`config.mk`:
```
export PLATFORM = sky130hd
export DESIGN_NAME = fetch_unit
export DESIGN_NICKNAME = d
export VERILOG_FILES = /design/src/rtl/luna_pkg.sv /design/src/rtl/fetch_timer.sv /design/src/rtl/fetch_unit.sv
export SDC_FILE = /design/constraint.sdc
export NUM_CORES = 1
export LEC_CHECK = 0
export BUFFER_PORTS_ARGS = -buffer_cell sky130_fd_sc_hd__buf_2
export CAP_MARGIN = 0
export CELL_PAD_IN_SITES_DETAIL_PLACEMENT = 0
export CELL_PAD_IN_SITES_GLOBAL_PLACEMENT = 1
export CORE_MARGIN = 10
export CORE_UTILIZATION = 40
export CTS_BUF_LIST = sky130_fd_sc_hd__clkbuf_8
export DETAILED_ROUTE_END_ITERATION = 8
export HOLD_SLACK_MARGIN = 0.06
export MAX_ROUTING_LAYER = met4
export PLACE_DENSITY_LB_ADDON = 0.1
export SYNTH_ARGS = -nofsm -noshare
export SYNTH_HDL_FRONTEND = slang
export SYNTH_SLANG_ARGS = --single-unit
```
`constraint.sdc`:
```
create_clock -name clk -period 1.85 [get_ports clk]
set_input_delay 0.185 -clock clk [delete_from_list [all_inputs] [get_ports clk]]
set_output_delay 0.185 -clock clk [all_outputs]
set_load 0.05 [all_outputs]
```
`src/rtl/luna_pkg.sv`:
```
// Shared definitions for the instruction fetch path: FSM encoding and default
// address/data widths.
package luna_pkg;

    localparam int LUNA_ADDR_W = 16;
    localparam int LUNA_DATA_W = 16;

    typedef enum logic [1:0] {
        ST_IDLE = 2'd0,
        ST_WAIT = 2'd1,
        ST_ERR  = 2'd2
    } fetch_state_t;

endpackage

```
`src/rtl/fetch_timer.sv`:
```
// Wait-cycle counter for outstanding fetches; expire_o flags the last WAIT
// cycle that may still complete before the request is abandoned.
module fetch_timer #(
    parameter int TIMEOUT = 8
) (
    input  logic clk,
    input  logic rst,
    input  logic clear_i,
    input  logic enable_i,
    output logic expire_o
);

    logic [7:0] count_q;
    logic [7:0] count_d;

    always_comb begin
        count_d = count_q;
        if (clear_i) begin
            count_d = 8'd0;
        end else if (enable_i) begin
            count_d = count_q + 8'd1;
        end
    end

    always_ff @(posedge clk or negedge rst) begin
        if (!rst) begin
            count_q <= 8'd0;
        end else begin
            count_q <= count_d;
        end
    end

    assign expire_o = (count_q == 8'(TIMEOUT - 1));

endmodule

```
`src/rtl/fetch_unit.sv`:
```
// Instruction fetch unit: keeps the PC, issues one memory read per fetch
// strobe, latches the returned word and traps into ERR on memory timeout.
module fetch_unit
    import luna_pkg::*;
#(
    parameter int ADDR_W   = LUNA_ADDR_W,
    parameter int DATA_W   = LUNA_DATA_W,
    parameter int RESET_PC = 0,
    parameter int TIMEOUT  = 8
) (
    input  logic              clk,
    input  logic              rst,
    input  logic              fetch_clk,
    input  logic              jmp_clk,
    input  logic              jmp_taken,
    input  logic [ADDR_W-1:0] jmp_target,
    output logic              mem_req,
    output logic [ADDR_W-1:0] mem_addr,
    input  logic              mem_ack,
    input  logic [DATA_W-1:0] mem_rdata,
    output logic [DATA_W-1:0] instr,
    output logic              instr_valid,
    output logic [ADDR_W-1:0] pc,
    output logic              busy,
    output logic              fetch_err,
    output fetch_state_t      dbg_state
);

    // Memory handshake: mem_req rises with mem_addr and both hold steady until
    // a cycle where mem_ack is sampled high; that cycle carries mem_rdata.

    fetch_state_t      state_q;
    logic [ADDR_W-1:0] pc_q;
    logic [ADDR_W-1:0] pc_d;
    logic              mem_req_q;
    logic [ADDR_W-1:0] mem_addr_q;
    logic [DATA_W-1:0] instr_q;
    logic              instr_valid_q;
    logic              busy_q;
    logic              fetch_err_q;
    logic              timer_expire;

    fetch_timer #(
        .TIMEOUT (TIMEOUT)
    ) u_timer (
        .clk      (clk),
        .rst      (rst),
        .clear_i  (state_q != ST_WAIT),
        .enable_i ((state_q == ST_WAIT) && !mem_ack),
        .expire_o (timer_expire)
    );

    // PC advances independently of the fetch state, but freezes once trapped.
    always_comb begin
        pc_d = pc_q;
        if (jmp_clk && (state_q != ST_ERR)) begin
            pc_d = jmp_taken ? jmp_target : pc_q + ADDR_W'(1);
        end
    end

    always_ff @(posedge clk or negedge rst) begin
        if (!rst) begin
            state_q       <= ST_IDLE;
            pc_q          <= ADDR_W'(RESET_PC);
            mem_req_q     <= 1'b0;
            mem_addr_q    <= '0;
            instr_q       <= '0;
            instr_valid_q <= 1'b0;
            busy_q        <= 1'b0;
            fetch_err_q   <= 1'b0;
        end else begin
            pc_q <= pc_d;
            case (state_q)
                ST_IDLE: begin
                    if (fetch_clk) begin
                        state_q       <= ST_WAIT;
                        mem_req_q     <= 1'b1;
                        mem_addr_q    <= pc_q;
                        instr_valid_q <= 1'b0;
                        busy_q        <= 1'b1;
                    end
                end
                ST_WAIT: begin
                    // An ack on the final permitted cycle still beats the timeout.
                    if (mem_ack) begin
                        state_q       <= ST_IDLE;
                        mem_req_q     <= 1'b0;
                        instr_q       <= mem_rdata;
                        instr_valid_q <= 1'b1;
                        busy_q        <= 1'b0;
                    end else if (timer_expire) begin
                        state_q     <= ST_ERR;
                        mem_req_q   <= 1'b0;
                        busy_q      <= 1'b0;
                        fetch_err_q <= 1'b1;
                    end
                end
                ST_ERR: begin
                    state_q <= ST_ERR;
                end
                default: begin
                    state_q <= ST_IDLE;
                end
            endcase
        end
    end

    assign mem_req     = mem_req_q;
    assign mem_addr    = mem_addr_q;
    assign instr       = instr_q;
    assign instr_valid = instr_valid_q;
    assign pc          = pc_q;
    assign busy        = busy_q;
    assign fetch_err   = fetch_err_q;
    assign dbg_state   = state_q;

endmodule

```
==> results.md <==
* Status: finished, final reports clean
* Gpl congestion at 0.822
* Wirelength per Cell at 16.6 µm
* RSZ-0062 raised after global routing: false
* Root Driver: clkbuf_8
* Ys async rst share at 100%
* First-pass GRT wire length at 12600 µm
* Max-slew violations at 0
* PD cells at 1990 mW/mm²
* Die W at 104 µm
* Area of the core at 0.00683 mm²
* Internal power at 0.00362 W
* Buf/Inv on CP at 0
* Most frequent cells in the layout: buf_2, dfrtp_1, mux2_2
* Deepest clock path buffer count at 2
* NetSw at 0.00375 W
* Vias post-DR at 2339
* Critical path class: register to register
* Flop pwr share at 31.0%
* Remaining antenna violation count at 0
* Netlist Area Pre-Place at 0.00284 mm²
* Synthesized area per cell at 11.1 µm²
* CP Max Fanout at 5
* Rows at 30
* Library cells used by synthesis at 45
* Clock skew at 0.00643 ns
* Gr ovfl total at 0
* Hold WC Path Type: input pin to register
* P_leak at 1.73 nW
* Pwr Total at 0.00737 W
* Clock power frac at 16.2%
* WL final at 7670 µm
* Commonest non-fill, non-tap cell in the layout: buf_2
* Synth Instances at 256
* Drt pass-1 iters at 4
* Slowest cell on the critical path: dfrtp_1
* DPL Wire Length at 5620 µm
* Clock Sinks at 61
* Setup violations, final at 0
* Combinational share of power at 52.9%
* Syn nets at 296
* Clock transition at the registers of the reported paths at 0.07 ns
* Min Tclk post-route at 1.70 ns
* DRC Markers at 0
* Pin count of the biggest net entering global routing at 31
* CTS Buf Count at 9
* R2r startpoint: u_timer.count_q[0]$_DFFE_PN0P_
* Initial Util at 41.5%
* Clock H-tree levels at 3
* CTS tree: built
* Die area at 0.0109 mm²
* Skew-Pair Late Insertion Delay at 0.34 ns
* Hold path start: mem_rdata[13]
* Peak Freq at 588 MHz
* CP delay by family, top: simple AND/OR/NAND/NOR gates
* Number of flops mapped to enable cells by yosys at 0
* Hold Violations, Final at 0
* IO buf count at 91
* Data arrival time of the critical path at 1.92 ns
* CP Data Required Time at 2.07 ns
* Synth Register Bits at 61
* Via-per-instance ratio at 5.06
* Sequential area share after synthesis at 53.8%
* Vias in the first global route at 2427
* Max IR drop VDD at 0.981 mV
* Final period utilization at 92.0%
* Initial antenna violation count at 1
* GRT Util Overall at 14.5%
* Max_slew headroom at 63.4%
* Synth warnings at 0
* Share of post-route cells with drive strength above 1 at 44.4%
* I/O pin cnt at 92
* Max-Cap Viols at 0
* Layout Nets at 400
* Core Util, Final at 54.3%
* Crit start category: register
* Worst Setup SP: u_timer.count_q[0]$_DFFE_PN0P_
* Layout area overhead at 30.7%
* Crit path largest cell delay at 0.41 ns
* Net Sw Frac at 50.9%
* Worst Tran Pin Value at 0.548 ns
* Ys flop type: dfrtp_1
* CP Capture Type: register
* 1st-iter DRT viols at 75
* Sum Neg Setup Slack at 0 ns
* Die height at 104 µm
* Critical Path, Cell by Cell: ha_1 > nor4b_1 > a311oi_1 > or2_2
-- metrics by stage --
step	area, µm²	setup slack [ns]	hold WS [ns]	cells
6_report	3710	0.149	0.0738	462
3_3_place_gp	3470	0.240	0.207	442
4_1_cts	3680	0.144	0.0630	459
3_5_place_dp	3470	0.168	0.209	442
5_1_grt	3710	0.00786	0.0621	462
2_1_floorplan	2840	0.00897	-0.111	256
-- worst paths after layout --
path	end	slack, ns	cells past startpoint
worst max-delay path	dbg_state[0]$_DFFE_PN0P_	0.15	4
worst min-delay path	instr[13]$_DFFE_PN0P_	0.07	2
worst max register to register	dbg_state[0]$_DFFE_PN0P_	0.15	4
worst min register to register	fetch_err$_DFFE_PN0P_	0.48	1
max in group asynchronous	pc[2]$_DFFE_PN0P_	0.89	3
min in group asynchronous	pc[3]$_DFFE_PN0P_	0.36	2
-- power groups by stage --
stage	Sequential (W)	Clock, W	Combinational (W)
after CTS	0.00228	0.00123	0.00395
after detailed placement	0.00231	0	0.00394
after global routing	0.00238	0.00129	0.00413
after floorplan	0.00414	0	0.00104
final	0.00228	0.00119	0.00389
after global placement	0.00227	0	0.00392
-- Yosys cell counts (2+ instances only) --
master | number | area share [%]
a21oi_1 | 15 | 2.6
a2bb2oi_1 | 2 | 0.62
a31oi_1 | 3 | 0.66
a41o_1 | 2 | 0.71
and3_1 | 3 | 0.66
buf_1 | 2 | 0.26
buf_2 | 10 | 1.8
clkbuf_1 | 4 | 0.53
dfrtp_1 | 61 | 54
ha_1 | 2 | 0.88
inv_1 | 3 | 0.40
mux2_2 | 34 | 13
mux2i_1 | 2 | 0.71
nand2_1 | 16 | 2.1
nand2b_1 | 2 | 0.44
nand3_1 | 16 | 2.8
nand3b_1 | 2 | 0.53
nand4_1 | 5 | 1.1
nand4b_1 | 2 | 0.62
nor2_1 | 17 | 2.2
nor3_1 | 2 | 0.35
nor3b_1 | 2 | 0.53
nor4_1 | 5 | 1.1
o21ai_0 | 14 | 2.5
o22ai_1 | 4 | 0.88
o2bb2ai_1 | 2 | 0.62
xor2_1 | 6 | 1.9
-- cells by family after synthesis --
family                     share of synthesized area, %
and+or+nand+nor                                    15.2
xor gates and xnor gates                           2.16
buffers and inverters                              3.35
AOI/OAI and AO/OA                                  10.4
adders and majority gates                         0.882
muxes                                              14.2
DFF                                                53.8
-- state kept, by name (all words and copies together) (netlist names) --
register and cells:
busy 1, instr_valid 1, dbg_state 2, u_timer.count_q 8, instr 16, pc 16, fetch_err 1, mem_addr 16
-- per-layer routing --
metal | track usage (%) | part of all wire [%]
met2 | 22.7 | 47
met3 | 5.33 | 5.7
met1 | 17.4 | 46
met4 | 2.98 | 0.77
met5 | - | 0
-- what timing repair did --
item | CTS | global route
hold endpoints to repair | 19 | 2
setup endpoints to repair | 0 | 1
setup buffers | 0 | 0
resized for setup | 0 | 1
hold buffers | 1 | 2
-- final cells by class --
| cell class | instances | area (µm²) |
|---|---|---|
| Clock buffer | 10 | 138 |
| Antenna cell | 1 | 2.50 |
| Inverter | 4 | 15.0 |
| Sequential cell | 61 | 1530 |
| Timing Repair Buffer | 110 | 618 |
| Fill cell | 645 | 3120 |
| Clock inverter | 6 | 62.6 |
| Multi-Input combinational cell | 174 | 1230 |
| Tap cell | 96 | 120 |
(Power assumes the default switching activity.)
